===== config.mk =====
export PLATFORM = sky130hd
export DESIGN_NAME = sm4_key_schedule_mr
export DESIGN_NICKNAME = d
export VERILOG_FILES = /design/src/rtl/sm4_pkg.sv /design/src/rtl/sm4_keyexp_round.sv /design/src/rtl/sm4_key_schedule_mr.sv
export SDC_FILE = /design/constraint.sdc
export NUM_CORES = 2
export LEC_CHECK = 0
export CORE_ASPECT_RATIO = 0.75
export CORE_MARGIN = 4
export CORE_UTILIZATION = 50
export DETAILED_ROUTE_END_ITERATION = 10
export MAX_ROUTING_LAYER = met4
export PLACE_DENSITY = 0.76
export SLEW_MARGIN = 20
export SYNTH_ARGS = -nofsm -noshare
export SYNTH_HDL_FRONTEND = slang
export SYNTH_SLANG_ARGS = --single-unit

===== constraint.sdc =====
create_clock -name clk -period 7.9 [get_ports clk]
set_input_delay 0.79 -clock clk [delete_from_list [all_inputs] [get_ports clk]]
set_output_delay 0.79 -clock clk [all_outputs]
set_load 0.03 [all_outputs]

===== src/rtl/sm4_pkg.sv =====
// sm4_pkg: shared definitions for the SM4 key-expansion engine.
//   FK0..FK3      : system parameters XORed into the master key.
//   SBOX          : 256-entry SM4 substitution table.
//   ck_word(i)    : round constant CK_i, byte j = (4i+j)*7 mod 256 (byte 0 is MSB).
//   tau()         : byte-wise S-box substitution of a 32-bit word.
//   l_prime()     : key-schedule linear transform B ^ (B<<<13) ^ (B<<<23).
//   sm4_state_e   : expansion FSM states.
package sm4_pkg;

   localparam logic [31:0] FK0 = 32'ha3b1bac6;
   localparam logic [31:0] FK1 = 32'h56aa3350;
   localparam logic [31:0] FK2 = 32'h677d9197;
   localparam logic [31:0] FK3 = 32'hb27022dc;

   typedef enum logic {
      ST_IDLE = 1'b0,
      ST_RUN  = 1'b1
   } sm4_state_e;

   localparam logic [7:0] SBOX [256] = '{
      8'hd6, 8'h90, 8'he9, 8'hfe, 8'hcc, 8'he1, 8'h3d, 8'hb7, 8'h16, 8'hb6, 8'h14, 8'hc2, 8'h28, 8'hfb, 8'h2c, 8'h05,
      8'h2b, 8'h67, 8'h9a, 8'h76, 8'h2a, 8'hbe, 8'h04, 8'hc3, 8'haa, 8'h44, 8'h13, 8'h26, 8'h49, 8'h86, 8'h06, 8'h99,
      8'h9c, 8'h42, 8'h50, 8'hf4, 8'h91, 8'hef, 8'h98, 8'h7a, 8'h33, 8'h54, 8'h0b, 8'h43, 8'hed, 8'hcf, 8'hac, 8'h62,
      8'he4, 8'hb3, 8'h1c, 8'ha9, 8'hc9, 8'h08, 8'he8, 8'h95, 8'h80, 8'hdf, 8'h94, 8'hfa, 8'h75, 8'h8f, 8'h3f, 8'ha6,
      8'h47, 8'h07, 8'ha7, 8'hfc, 8'hf3, 8'h73, 8'h17, 8'hba, 8'h83, 8'h59, 8'h3c, 8'h19, 8'he6, 8'h85, 8'h4f, 8'ha8,
      8'h68, 8'h6b, 8'h81, 8'hb2, 8'h71, 8'h64, 8'hda, 8'h8b, 8'hf8, 8'heb, 8'h0f, 8'h4b, 8'h70, 8'h56, 8'h9d, 8'h35,
      8'h1e, 8'h24, 8'h0e, 8'h5e, 8'h63, 8'h58, 8'hd1, 8'ha2, 8'h25, 8'h22, 8'h7c, 8'h3b, 8'h01, 8'h21, 8'h78, 8'h87,
      8'hd4, 8'h00, 8'h46, 8'h57, 8'h9f, 8'hd3, 8'h27, 8'h52, 8'h4c, 8'h36, 8'h02, 8'he7, 8'ha0, 8'hc4, 8'hc8, 8'h9e,
      8'hea, 8'hbf, 8'h8a, 8'hd2, 8'h40, 8'hc7, 8'h38, 8'hb5, 8'ha3, 8'hf7, 8'hf2, 8'hce, 8'hf9, 8'h61, 8'h15, 8'ha1,
      8'he0, 8'hae, 8'h5d, 8'ha4, 8'h9b, 8'h34, 8'h1a, 8'h55, 8'had, 8'h93, 8'h32, 8'h30, 8'hf5, 8'h8c, 8'hb1, 8'he3,
      8'h1d, 8'hf6, 8'he2, 8'h2e, 8'h82, 8'h66, 8'hca, 8'h60, 8'hc0, 8'h29, 8'h23, 8'hab, 8'h0d, 8'h53, 8'h4e, 8'h6f,
      8'hd5, 8'hdb, 8'h37, 8'h45, 8'hde, 8'hfd, 8'h8e, 8'h2f, 8'h03, 8'hff, 8'h6a, 8'h72, 8'h6d, 8'h6c, 8'h5b, 8'h51,
      8'h8d, 8'h1b, 8'haf, 8'h92, 8'hbb, 8'hdd, 8'hbc, 8'h7f, 8'h11, 8'hd9, 8'h5c, 8'h41, 8'h1f, 8'h10, 8'h5a, 8'hd8,
      8'h0a, 8'hc1, 8'h31, 8'h88, 8'ha5, 8'hcd, 8'h7b, 8'hbd, 8'h2d, 8'h74, 8'hd0, 8'h12, 8'hb8, 8'he5, 8'hb4, 8'hb0,
      8'h89, 8'h69, 8'h97, 8'h4a, 8'h0c, 8'h96, 8'h77, 8'h7e, 8'h65, 8'hb9, 8'hf1, 8'h09, 8'hc5, 8'h6e, 8'hc6, 8'h84,
      8'h18, 8'hf0, 8'h7d, 8'hec, 8'h3a, 8'hdc, 8'h4d, 8'h20, 8'h79, 8'hee, 8'h5f, 8'h3e, 8'hd7, 8'hcb, 8'h39, 8'h48
   };

   function automatic logic [31:0] ck_word(input logic [4:0] i);
      logic [31:0] w;
      w = '0;
      for (int j = 0; j < 4; j++) begin
         w[31-8*j -: 8] = 8'((4 * int'(i) + j) * 7);
      end
      return w;
   endfunction

   function automatic logic [31:0] tau(input logic [31:0] a);
      return {SBOX[a[31:24]], SBOX[a[23:16]], SBOX[a[15:8]], SBOX[a[7:0]]};
   endfunction

   function automatic logic [31:0] l_prime(input logic [31:0] b);
      return b ^ {b[18:0], b[31:19]} ^ {b[8:0], b[31:9]};
   endfunction

endpackage


===== src/rtl/sm4_keyexp_round.sv =====
// sm4_keyexp_round: one combinational SM4 key-expansion round.
//   k_in  : {K_i, K_i+1, K_i+2, K_i+3}, K_i in [127:96]
//   ck    : round constant CK_i
//   k_out : {K_i+1, K_i+2, K_i+3, K_i+4}
//   rk    : round key rk_i (= K_i+4)
module sm4_keyexp_round
   import sm4_pkg::*;
(
   input  logic [127:0] k_in,
   input  logic [31:0]  ck,
   output logic [127:0] k_out,
   output logic [31:0]  rk
);

   logic [31:0] k0, k1, k2, k3;

   assign {k0, k1, k2, k3} = k_in;
   assign rk    = k0 ^ l_prime(tau(k1 ^ k2 ^ k3 ^ ck));
   assign k_out = {k1, k2, k3, rk};

endmodule


===== src/rtl/sm4_key_schedule_mr.sv =====
// sm4_key_schedule_mr: multi-round SM4 key expansion engine with slotted
// round-key storage and a registered read port.
//   clk, rst            : clock, synchronous active-high reset
//   key_valid/key_ready : master-key handshake (key_ready high while idle)
//   key_in, key_slot    : master key MK0..MK3 (MK0 in [127:96]) and target slot
//   abort               : cancel the expansion in progress
//   busy, done          : expansion running / one-cycle completion pulse
//   slot_valid          : per-slot "complete key stored" flags
//   rd_en, rd_slot, rd_idx, rd_dec : read request; rd_dec reverses the order
//   rd_data, rd_hit     : registered round key and slot-valid at request time
// Optional build macro SM4_KEY_ZEROIZE_EN: when defined, reset clears all key
// storage and abort clears the aborted slot; otherwise storage is never
// cleared and only the flags are reset.
module sm4_key_schedule_mr
   import sm4_pkg::*;
#(
   parameter int ROUNDS_PER_CYCLE = 1,
   parameter int NUM_SLOTS        = 2,
   parameter int SLOT_W           = (NUM_SLOTS > 1) ? $clog2(NUM_SLOTS) : 1
) (
   input  logic                 clk,
   input  logic                 rst,
   input  logic                 key_valid,
   output logic                 key_ready,
   input  logic [127:0]         key_in,
   input  logic [SLOT_W-1:0]    key_slot,
   input  logic                 abort,
   output logic                 busy,
   output logic                 done,
   output logic [NUM_SLOTS-1:0] slot_valid,
   input  logic                 rd_en,
   input  logic [SLOT_W-1:0]    rd_slot,
   input  logic [4:0]           rd_idx,
   input  logic                 rd_dec,
   output logic [31:0]          rd_data,
   output logic                 rd_hit
);

   localparam int         R        = ROUNDS_PER_CYCLE;
   localparam logic [4:0] CNT_STEP = 5'(R);
   localparam logic [4:0] CNT_LAST = 5'(32 - R);

   if (!(R == 1 || R == 2 || R == 4 || R == 8)) begin : g_bad_rounds
      $error("ROUNDS_PER_CYCLE must be 1, 2, 4 or 8");
   end
   if (NUM_SLOTS < 1 || NUM_SLOTS > 4) begin : g_bad_slots
      $error("NUM_SLOTS must be in 1..4");
   end

   sm4_state_e            state_q, state_d;
   logic [4:0]            cnt_q, cnt_d;
   logic [127:0]          k_q, k_d;
   logic [SLOT_W-1:0]     slot_q, slot_d;
   logic                  done_q, done_d;
   logic [NUM_SLOTS-1:0]  slot_valid_q, slot_valid_d;
   logic [31:0]           rd_data_q, rd_data_d;
   logic                  rd_hit_q, rd_hit_d;

   logic [31:0]           store_mem [NUM_SLOTS][32];

   logic [127:0]          k_chain [R+1];
   logic [31:0]           rk_w [R];
   logic [4:0]            wr_idx [R];
   logic [4:0]            rd_word;
   logic                  run;

   assign run        = (state_q == ST_RUN);
   assign key_ready  = (state_q == ST_IDLE);
   assign busy       = run;
   assign done       = done_q;
   assign slot_valid = slot_valid_q;
   assign rd_data    = rd_data_q;
   assign rd_hit     = rd_hit_q;

   // Decryption order is a read-time index reversal, so one stored set serves both.
   assign rd_word = rd_dec ? (5'd31 - rd_idx) : rd_idx;

   // R rounds chained combinationally; round j produces rk[cnt+j].
   assign k_chain[0] = k_q;
   for (genvar j = 0; j < R; j++) begin : g_round
      logic [31:0] ck_j;
      assign wr_idx[j] = cnt_q + 5'(j);
      assign ck_j      = ck_word(wr_idx[j]);
      sm4_keyexp_round u_round (
         .k_in  (k_chain[j]),
         .ck    (ck_j),
         .k_out (k_chain[j+1]),
         .rk    (rk_w[j])
      );
   end

   always_comb begin
      state_d      = state_q;
      cnt_d        = cnt_q;
      k_d          = k_q;
      slot_d       = slot_q;
      done_d       = 1'b0;
      slot_valid_d = slot_valid_q;
      rd_data_d    = rd_data_q;
      rd_hit_d     = rd_hit_q;

      // Read sees storage and flags as they were before this edge.
      if (rd_en) begin
         rd_data_d = store_mem[rd_slot][rd_word];
         rd_hit_d  = slot_valid_q[rd_slot];
      end

      case (state_q)
         ST_IDLE: begin
            // abort is ignored while idle, so acceptance always wins here.
            if (key_valid) begin
               k_d                    = key_in ^ {FK0, FK1, FK2, FK3};
               slot_d                 = key_slot;
               slot_valid_d[key_slot] = 1'b0;
               cnt_d                  = '0;
               state_d                = ST_RUN;
            end
         end
         ST_RUN: begin
            if (abort) begin
               cnt_d   = '0;
               state_d = ST_IDLE;
            end else begin
               k_d   = k_chain[R];
               cnt_d = cnt_q + CNT_STEP;   // wraps to 0 on the final step
               if (cnt_q == CNT_LAST) begin
                  state_d              = ST_IDLE;
                  done_d               = 1'b1;
                  slot_valid_d[slot_q] = 1'b1;
               end
            end
         end
         default: state_d = ST_IDLE;
      endcase
   end

   always_ff @(posedge clk) begin
      if (rst) begin
         state_q      <= ST_IDLE;
         cnt_q        <= '0;
         slot_q       <= '0;
         done_q       <= 1'b0;
         slot_valid_q <= '0;
         rd_data_q    <= '0;
         rd_hit_q     <= 1'b0;
      end else begin
         state_q      <= state_d;
         cnt_q        <= cnt_d;
         slot_q       <= slot_d;
         done_q       <= done_d;
         slot_valid_q <= slot_valid_d;
         rd_data_q    <= rd_data_d;
         rd_hit_q     <= rd_hit_d;
      end
   end

   // Working key state carries no control meaning, so it is not reset.
   always_ff @(posedge clk) begin
      k_q <= k_d;
   end

`ifdef SM4_KEY_ZEROIZE_EN
   always_ff @(posedge clk) begin
      if (rst) begin
         for (int s = 0; s < NUM_SLOTS; s++) begin
            for (int w = 0; w < 32; w++) begin
               store_mem[s][w] <= '0;
            end
         end
      end else if (run && abort) begin
         for (int w = 0; w < 32; w++) begin
            store_mem[slot_q][w] <= '0;
         end
      end else if (run) begin
         for (int j = 0; j < R; j++) begin
            store_mem[slot_q][wr_idx[j]] <= rk_w[j];
         end
      end
   end
`else
   // No reset or clear: R plain write ports, suitable for distributed RAM.
   always_ff @(posedge clk) begin
      if (run && !abort) begin
         for (int j = 0; j < R; j++) begin
            store_mem[slot_q][wr_idx[j]] <= rk_w[j];
         end
      end
   end
`endif

endmodule


==> flow_metrics.tcl <==
set metrics [dict create \
    status "finished clean" \
    dieArea_mm2 0.207 \
    cts_buffers 202 \
    grt_pass1_vias 62620 \
    ctsHoldBuffers 0 \
    portBuffers 178 \
    critPathKind "reg -> reg" \
    grt_max_degree 132 \
    yosysMostFrequentCell "edfxtp_1" \
    cts_root_buf "clkbuf_16" \
    ant_nets 0 \
    grt_pass1_wl_mm 493 \
    crit_arrival_ns 7.49 \
    setup_ws_ns 1.05 \
    syn_inst 5926 \
    vias 64442 \
    die_w_um 524 \
    synth-seq-cells 2219 \
    antenna_found_initial 26 \
    crit_path_frequent_cell "xor2_1" \
    slew_headroom_pct 20.6 \
    syn_area_mm2 0.0997 \
    cp_slowest_cell "a311oi_2" \
    preCtsSetupSlack_ns 1.31 \
    tns_ns 0 \
    synth-main-ff-cell "edfxtp_1" \
    dp_hpwl_mm 203 \
    fin_skew_ns 0.0754 \
    cts_htree_levels 4 \
    cts_buffer_depth 3 \
    wl_met2_mm 158 \
    viasPerCell 7.19 \
    syn_avg_cell_area_um2 16.8 \
    fmax_mhz 146 \
    gr-total-overflow 0 \
    io_pins 179 \
    layout-drive-gt1-share_pct 23.5 \
    synth_top_area_cell "edfxtp_1" \
    core_area_mm2 0.198 \
    synth_edf_count 2176 \
    hold_viol_final 0 \
    cts_tree "yes" \
    post-route-period-util_pct 86.7 \
    critPathRequiredTime_ns 8.55 \
    worstSetupEndpointType "flip-flop" \
    fp.dieH_um 395 \
    clk_pin_slew_ns 0.07 \
    startpoint_type "flip-flop" \
    cts.sinks 2219 \
    hold_class "reg -> reg" \
    grtUsageTotal_pct 34.7 \
    rows 141 \
    cts_resized 0 \
    drt-met1-wl_mm 131 \
    period_minus_slack_ns 6.85 \
    synth_top_area_share_pct 65.5 \
    synth.area.top_cells "edfxtp_1 (66%), mux4_2 (15%), a21oi_1 (1.6%), nor2_1 (1.5%), nand2_1 (1.2%)" \
    nets 6318 \
    synth_nets 6118 \
    tightest_slew_ns 1.19 \
    ys_types 106 \
    initial_core_util_pct 50.5 \
    grt_setup_unrepaired "false" \
    finalSetupViolCount 0 \
    synth_common_cells "edfxtp_1 (2176), mux4_2 (673), nor2_1 (395), a21oi_1 (312), nand2_1 (306)" \
    wl_met3_mm 47.0 \
    synthArstFlopShare_pct 0 \
    ys_seq_area_share_pct 66.4 \
    cpPeakStageDelay_ns 0.84 \
    ys.warnings.count 0 \
    wl_mm 350 \
    area_delta_synth_final_pct 13.5 \
    drt-pass1-iter-count 8 \
    cts_setup_buffers 0 \
    cp_cell_sequence "inv_1 -> fa_1 -> xor2_1 -> ha_1 -> xor2_1 -> xor2_4 -> nor2_1 -> a21oi_1 -> o21a_1 -> o2111ai_1 -> a311oi_2 -> xor2_1 -> xnor3_2 -> buf_4" \
    gp_congestion 0.976 \
    hold-worst-slack_ns 0.496 \
    cp_max_fo 31 \
    drc_errors 0 \
    insertion_delay_ns 0.88 \
    fin_util_pct 57.3 \
    top_layer "met4" \
    wl_per_cell_um 39.1 \
    first_iter_violations 12260 \
    drv_cap 0 \
    slew_viol_final 0 \
]
-- kinds of logic after synthesis --
group                      count (synthesis)  synth area share, %
DFF                                     2219                 66.4
buffers and inverters                    483                 2.10
xor gates and xnor gates                 218                 2.30
muxes                                    784                 16.4
AOI/OAI and AO/OA                       1098                 7.35
and+or+nand+nor                         1071                 4.77
adders and majority gates                 53                0.698
-- layout make-up --
cell class,instances,area (um^2)
clock inverter,125,1510
antenna,16,40.0
tap,2645,3310
multi-input combinational,3224,32600
inverter,33,126
timing repair buffer,446,4150
fill,14517,84400
clock buffer,251,5250
sequential,2219,66200
-- through the flow --
stage,cells,cell area (um^2)
2_1_floorplan,5926,99700
3_3_place_gp,8566,106000
3_5_place_dp,8566,106000
5_1_grt,8958,113000
6_report,8959,113000
4_1_cts,8942,113000
-- worst paths after layout --
path              slack [ns]        start                to  cells past startpoint
hold reg to reg         0.50  rd_data[19]       rd_data[19]                      2
setup reg to reg        1.05     cnt_q[2]  store_mem[0][36]                     14
hold / removal          0.50  rd_data[19]       rd_data[19]                      2
setup / recovery        1.05     cnt_q[2]  store_mem[0][36]                     14
-- layout by cell type (no fill, tap or decap), types with 18 or more instances in the layout --
cell type        count
clkinv_1            43
inv_1               24
a221oi_1            38
xnor2_1             86
nand3_1            119
clkbuf_16          202
nor2_4              64
xor2_1              43
bufinv_16           23
a31oi_1             71
buf_4              239
edfxtp_1          2176
o311ai_0            34
o221ai_1            25
xnor2_2             43
mux2i_1             47
clkbuf_1            48
nor3_1              98
nor2_1             331
a311oi_1            29
nand4_1             37
and3_1              18
nand2_1            305
o22ai_1             44
ha_1                46
o31ai_1             24
a21oi_1            312
dfxtp_1             42
o21ai_0            201
a2111oi_0           26
clkinv_2            34
a211oi_1            50
o211ai_1            51
buf_12              27
mux4_2             673
nor4_1              20
clkdlybuf4s50_1    175
o2111ai_1           24
mux2_2              64
nand2b_1            21
-- state kept, by name (all words and copies together) (netlist names) --
| signal | count |
|---|---|
| busy | 1 |
| cnt_q | 5 |
| done | 1 |
| k_q | 128 |
| rd_data | 32 |
| rd_hit | 1 |
| slot_q | 1 |
| slot_valid | 2 |
| store_mem | 2048 |
-- metal layers --
metal | GRT usage (%) | up-vias
met2 | 49.5 | 5708
met5 | - | -
met1 | 48.5 | 33147
li1 | - | 24739
met4 | 11.9 | 0
met3 | 9.45 | 848
-- worst max-delay path, delay by kind of cell (launching register included) --
kind	cells	cell delay, ns
adders and majority gates	2	1.09
xor gates and xnor gates	5	2.43
AOI/OAI and AO/OA	4	1.52
buffers and inverters	2	0.65
DFF	1	0.68
and+or+nand+nor	1	0.28
Power is left out: the tool's default activity adds up to more than one toggle a clock period on the data nets, which glitch-free logic cannot reach.
